**src/rtl/tlb_defs.sv**
```systemverilog
// tlb_defs: shared FSM state encodings and TLB entry field layout.
package tlb_defs;
  typedef enum logic [1:0] {
    IDLE  = 2'd0,
    CHECK = 2'd1,
    WALK  = 2'd2,
    RESP  = 2'd3
  } state_t;
  // Entry layout, LSB first: present, valid, pfn, vpn.
  localparam int ENT_PRESENT = 0;
  localparam int ENT_VALID   = 1;
  localparam int ENT_PFN_LSB = 2;
  function automatic int ent_vpn_lsb(input int pfn_w);
    return ENT_PFN_LSB + pfn_w;
  endfunction
  function automatic int ent_w(input int vpn_w, input int pfn_w);
    return ent_vpn_lsb(pfn_w) + vpn_w;
  endfunction
endpackage

```
**src/rtl/tlb_entry_match.sv**
```systemverilog
// tlb_entry_match: hit detection for one TLB entry against the looked-up VPN.
module tlb_entry_match #(
  parameter int VPN_W = 20
) (
  input  logic [VPN_W-1:0] entry_vpn,
  input  logic             valid,
  input  logic             present,
  input  logic [VPN_W-1:0] vpn,
  output logic             hit
);
  assign hit = valid & present & (entry_vpn == vpn);
endmodule

```
**src/rtl/tlb_lookup_fill.sv**
```systemverilog
// tlb_lookup_fill: fully associative TLB with segment-limit check, page-walk fill and flush.
module tlb_lookup_fill
  import tlb_defs::*;
#(
  parameter int ENTRIES = 8,
  parameter int VPN_W   = 20,
  parameter int PFN_W   = 3,
  parameter int LIMIT_W = 20
) (
  input  logic               clk,
  input  logic               rst_n,
  input  logic               req_valid,
  output logic               req_ready,
  input  logic [VPN_W-1:0]   req_vpn,
  input  logic [31:0]        req_off,
  input  logic [LIMIT_W-1:0] seg_limit,
  input  logic               flush,
  output logic               walk_req,
  output logic [VPN_W-1:0]   walk_vpn,
  input  logic               walk_ack,
  input  logic [PFN_W-1:0]   walk_pfn,
  input  logic               walk_fault,
  output logic               resp_valid,
  output logic [PFN_W-1:0]   resp_pfn,
  output logic               resp_page_fault,
  output logic               resp_prot_exp
);
  localparam int IDX_W   = $clog2(ENTRIES);
  localparam int VPN_LSB = ent_vpn_lsb(PFN_W);
  localparam int EW      = ent_w(VPN_W, PFN_W);
  state_t state, next_state;
  logic [EW-1:0] ent [ENTRIES];
  logic [ENTRIES-1:0] hits;
  logic [IDX_W-1:0] rr, hit_idx, victim;
  logic [VPN_W-1:0] vpn_q;
  logic [31:0] off_q;
  logic [LIMIT_W-1:0] lim_q;
  logic [PFN_W-1:0] pfn_q, hit_pfn;
  logic pf_q, pe_q, drop, any_hit, any_free, prot, fill;
  for (genvar i = 0; i < ENTRIES; i++) begin : g_match
    tlb_entry_match #(.VPN_W(VPN_W)) u_match (
      .entry_vpn (ent[i][VPN_LSB +: VPN_W]),
      .valid     (ent[i][ENT_VALID]),
      .present   (ent[i][ENT_PRESENT]),
      .vpn       (vpn_q),
      .hit       (hits[i])
    );
  end
  // Descending scan so the lowest matching / free index is the one that sticks.
  always_comb begin
    hit_idx  = '0;
    any_hit  = 1'b0;
    victim   = rr;
    any_free = 1'b0;
    for (int k = ENTRIES - 1; k >= 0; k--) begin
      if (hits[k]) begin
        hit_idx = IDX_W'(k);
        any_hit = 1'b1;
      end
      if (!ent[k][ENT_VALID]) begin
        victim   = IDX_W'(k);
        any_free = 1'b1;
      end
    end
  end
  assign hit_pfn = ent[hit_idx][ENT_PFN_LSB +: PFN_W];
  // off_q already has its low five bits forced high at capture.
  assign prot = off_q > 32'(lim_q);
  assign fill = (state == WALK) && walk_ack && !walk_fault && !drop && !flush;
  always_ff @(posedge clk) begin
    if (!rst_n) state <= IDLE;
    else        state <= next_state;
  end
  always_comb begin
    next_state = state;
    case (state)
      IDLE:    next_state = req_valid ? CHECK : IDLE;
      CHECK:   next_state = (prot || any_hit) ? RESP : WALK;
      WALK:    next_state = walk_ack ? RESP : WALK;
      default: next_state = IDLE;
    endcase
  end
  always_comb begin
    req_ready       = state == IDLE;
    walk_req        = state == WALK;
    resp_valid      = state == RESP;
    walk_vpn        = walk_req ? vpn_q : '0;
    resp_pfn        = resp_valid ? pfn_q : '0;
    resp_page_fault = resp_valid & pf_q;
    resp_prot_exp   = resp_valid & pe_q;
  end
  always_ff @(posedge clk) begin
    if (!rst_n) begin
      rr    <= '0;
      drop  <= 1'b0;
      pfn_q <= '0;
      pf_q  <= 1'b0;
      pe_q  <= 1'b0;
      vpn_q <= '0;
      off_q <= '0;
      lim_q <= '0;
      for (int k = 0; k < ENTRIES; k++) ent[k][ENT_VALID] <= 1'b0;
    end else begin
      if (state == IDLE && req_valid) begin
        vpn_q <= req_vpn;
        off_q <= req_off | 32'h1f;
        lim_q <= seg_limit;
      end
      if (state == CHECK) begin
        pe_q  <= prot;
        pf_q  <= 1'b0;
        pfn_q <= prot ? '0 : hit_pfn;
      end
      if (state == WALK && walk_ack) begin
        pf_q  <= walk_fault;
        pfn_q <= walk_fault ? '0 : walk_pfn;
      end
      if (fill) begin
        ent[victim] <= {vpn_q, walk_pfn, 1'b1, 1'b1};
        if (!any_free) rr <= rr + 1'b1;
      end
      if (flush) for (int k = 0; k < ENTRIES; k++) ent[k][ENT_VALID] <= 1'b0;
      drop <= (state == RESP) ? 1'b0 : (drop | (flush && state == WALK));
    end
  end
endmodule
```
**config.mk**
```make
export PLATFORM = sky130hd
export DESIGN_NAME = tlb_lookup_fill
export DESIGN_NICKNAME = d
export VERILOG_FILES = /design/src/rtl/tlb_defs.sv /design/src/rtl/tlb_entry_match.sv /design/src/rtl/tlb_lookup_fill.sv
export SDC_FILE = /design/constraint.sdc
export NUM_CORES = 1
export LEC_CHECK = 0
export BUFFER_PORTS_ARGS = -buffer_cell sky130_fd_sc_hd__buf_2
export CORE_MARGIN = 2
export CORE_UTILIZATION = 63
export CTS_BUF_LIST = sky130_fd_sc_hd__clkbuf_8
export DETAILED_ROUTE_END_ITERATION = 8
export HOLD_SLACK_MARGIN = 0.05
export PLACE_DENSITY = 0.84
export SKIP_LAST_GASP = 1
export SYNTH_ARGS = -nofsm -noshare
export SYNTH_HDL_FRONTEND = slang
export SYNTH_SLANG_ARGS = --single-unit
```
**constraint.sdc**
```tcl
create_clock -name clk -period 5.7 [get_ports clk]
set_input_delay 0.855 -clock clk [delete_from_list [all_inputs] [get_ports clk]]
set_output_delay 0.855 -clock clk [all_outputs]
set_load 0.03 [all_outputs]
```
==> impl_metrics.csv <==
group,metric,value,unit
status,status,"finished, final reports clean",
critical_path,arrival,3960,ps
synth,ys_ff_latch,271,
cts,post_cts_buffers,0,
cts,cts_hold_buf,0,
cts,clockBufferDepth,3,
critical_path,crit_type,"reg2reg",
route,drtIter0Drc,518,
finish,syn_to_final_growth,11.6,%
cts,htreeDepth,2,
place,port_buffers,103,
finish,fillers,1190,
route,firstDrtPassIters,4,
sta,max_freq,262,MHz
finish,layout_common_cells,"184 x edfxtp_1, 157 x nand2_1, 103 x buf_2",
sta,hold_ws,453,ps
min_path,min_path_type,"reg2reg",
cts,tritoncts,"built",
finish,finalNetCount,1199,
job,maxCapViolations,0,
die,die_w,141,µm
synth,ys_seq_area_share,61.3,%
sta,final_max_slew_viol_count,0,
sta,setup_tns,0,ps
cts,cts_buffers,41,
synth,syn_avg_cell_area,12.2,µm²
critical_path,start_kind,"register",
global_route,grt_antenna_before_repair,0,
synth,yosys-top-cells-area,"edfxtp_1 47%, dfxtp_1 15%, xnor2_1 7.5%, nand2_1 5.0%, xor2_1 3.9%",
die,die_y,141,µm
global_route,grt_pass1_vias,7419,
global_route,grt_max_degree,78,
finish,antenna_cells,0,
power_and_ir_drop,power,4.68,mW
finish,stdcell_area,13200,µm²
critical_path,critPathSlowestCell,"nor2_2",
synth,synth_top_cell_by_area,"edfxtp_1",
die,die_area,19900,µm²
critical_path,cpPeakStageDelay,1050,ps
global_route,grt_overflow,0,
route,vias,7667,
die,coreArea,18600,µm²
synth,synth_cells,975,
place,place.gp.congestion,0.825,
finish,drive_gt1_share,18.2,%
synth,synth_warnings,0,
critical_path,cp.required,5830,ps
route,detail_route.vias_per_cell,5.65,
global_route,grt_pass1_wl,38400,µm
synth,synth_edf_count,184,
synth,syn-cell-area,11900,µm²
cts,root_buffer,"clkbuf_8",
sta,post-route-min-period,3820,ps
power_and_ir_drop,p_per_area,354,nW/µm²
global_route,globalRouteTotalUtil,24.8,%
synth,synth_fp_nets,1082,
route,routed_wl,24300,µm
finish,mostFrequentLayoutCell,"edfxtp_1",
sta,rsz0062_at_grt,"no",
place,dp_hpwl,15600,µm
die,initial_core_util,63.8,%
die,ioPinCount,109,
sta,relSlewSlack,14.4,%
critical_path,end_kind,"register",
sta,post-route-period-util,67.0,%
route,wl_per_cell,17.9,µm
synth,synth_top_area_share,46.6,%
die,rows,50,
power_and_ir_drop,ir_drop,0.229,mV
power_and_ir_drop,p_leak,4.97,nW
synth,netlist-cell-type-count,57,
critical_path,crit_path_max_fanout,24,
route,route.detailed.drc,0,
route,antenna_left,0,
synth,async_reset_ff_share,0,%
place,place_area,12500,µm²
critical_path,crit_chain,"inv_1 > ha_1 > nand2_1 > or3_1 > nor3_1 > o21ai_0 > nor2_2",
sta,finalSetupViolCount,0,
sta,skew,20.6,ps
cts,cts_resized,0,
sta,finalHoldViolCount,0,
sta,worstMarginPinSlew,1280,ps
synth,ys.flop_type,"edfxtp_1",
cts,worstSkewPairLatency,540,ps
cts,clk_pin_slew,60,ps
cts,clock_sinks,271,
finish,final_core_util,71.2,%
==> sequential cells by signal, summed over array words and instances (netlist names) <==
register	count
ent	192
state	2
lim_q	20
drop	1
pf_q	1
pe_q	1
rr	3
vpn_q	20
off_q	28
pfn_q	3
==> worst max-delay path: cells and delay by family, from the launching register on <==
family | cells | cell delay [ps]
compound gates | 1 | 290
fa+ha+maj | 1 | 720
buf+inv | 1 | 100
flops | 1 | 340
simple gates | 4 | 1960
==> power by group <==
group	leakage [nW]	internal, mW	total (mW)	switching [mW]
logic	2.14	0.343	0.844	0.501
clock network	0.425	0.700	1.41	0.714
registers	2.40	2.24	2.43	0.182
==> metal layers <==
layer | vias to the layer above | wire [µm] | track usage, %
met3 | 32 | 1430 | 4.04
met1 | 3732 | 10500 | 33.1
met5 | - | 0 | 0
met4 | 0 | 477 | 8.68
li1 | 3654 | - | -
met2 | 249 | 11800 | 41.5
==> through the flow <==
step | worst slack, ps | cells
after global placement | 2030 | 1283
after floorplan | 2570 | 975
after global routing | 1580 | 1357
final | 1880 | 1357
after CTS | 1890 | 1357
after detailed placement | 1880 | 1283
==> cell usage after synthesis (4+ instances only) <==
cell	n
xnor2_1	102
nor4_1	21
nand3_1	13
dfxtp_1	87
xnor2_2	7
xor2_1	53
ha_1	26
mux2i_1	7
edfxtp_1	184
clkbuf_1	20
nand4_1	31
nor2b_1	4
buf_4	5
nor2_1	22
inv_1	26
buf_1	5
a21o_1	15
nand2b_1	4
o21ai_0	8
a21oi_1	81
nor3_1	4
nand2_1	158
and2_1	31
buf_6	15
==> layout make-up <==
| type | instances | area, µm² | share of cell area (%) |
|---|---|---|---|
| Multi-Input combinational cell | 631 | 4210 | 31.8 |
| Timing Repair Buffer | 119 | 636 | 4.80 |
| Tap cell | 234 | 293 | 2.21 |
| Inverter | 28 | 105 | 0.794 |
| Sequential cell | 271 | 7270 | 54.9 |
| Clock buffer | 43 | 592 | 4.47 |
| Clock inverter | 31 | 128 | 0.965 |
==> logic make-up after synthesis <==
logic type	synth area share, %
AND/OR/NAND/NOR	12.6
flip-flops	61.3
XOR/XNOR	12.4
AO/OA/AOI/OAI	6.65
buffers and inverters	3.42
adder cells (fa/ha/maj)	2.74
multiplexers	0.876
==> final timing paths <==
kind                            slack, ps  cells past startpoint                endpoint                    from
worst max-delay path                 1880                      7     ent[3][6]$_DFFE_PP_     state[0]$_SDFF_PN0_
worst min-delay path                  450                      2  off_q[30]$_SDFFE_PN0P_  off_q[30]$_SDFFE_PN0P_
worst max register to register       1880                      7     ent[3][6]$_DFFE_PP_     state[0]$_SDFF_PN0_
worst min register to register        450                      2  off_q[30]$_SDFFE_PN0P_  off_q[30]$_SDFFE_PN0P_
Power figures use the tool's default switching activity.
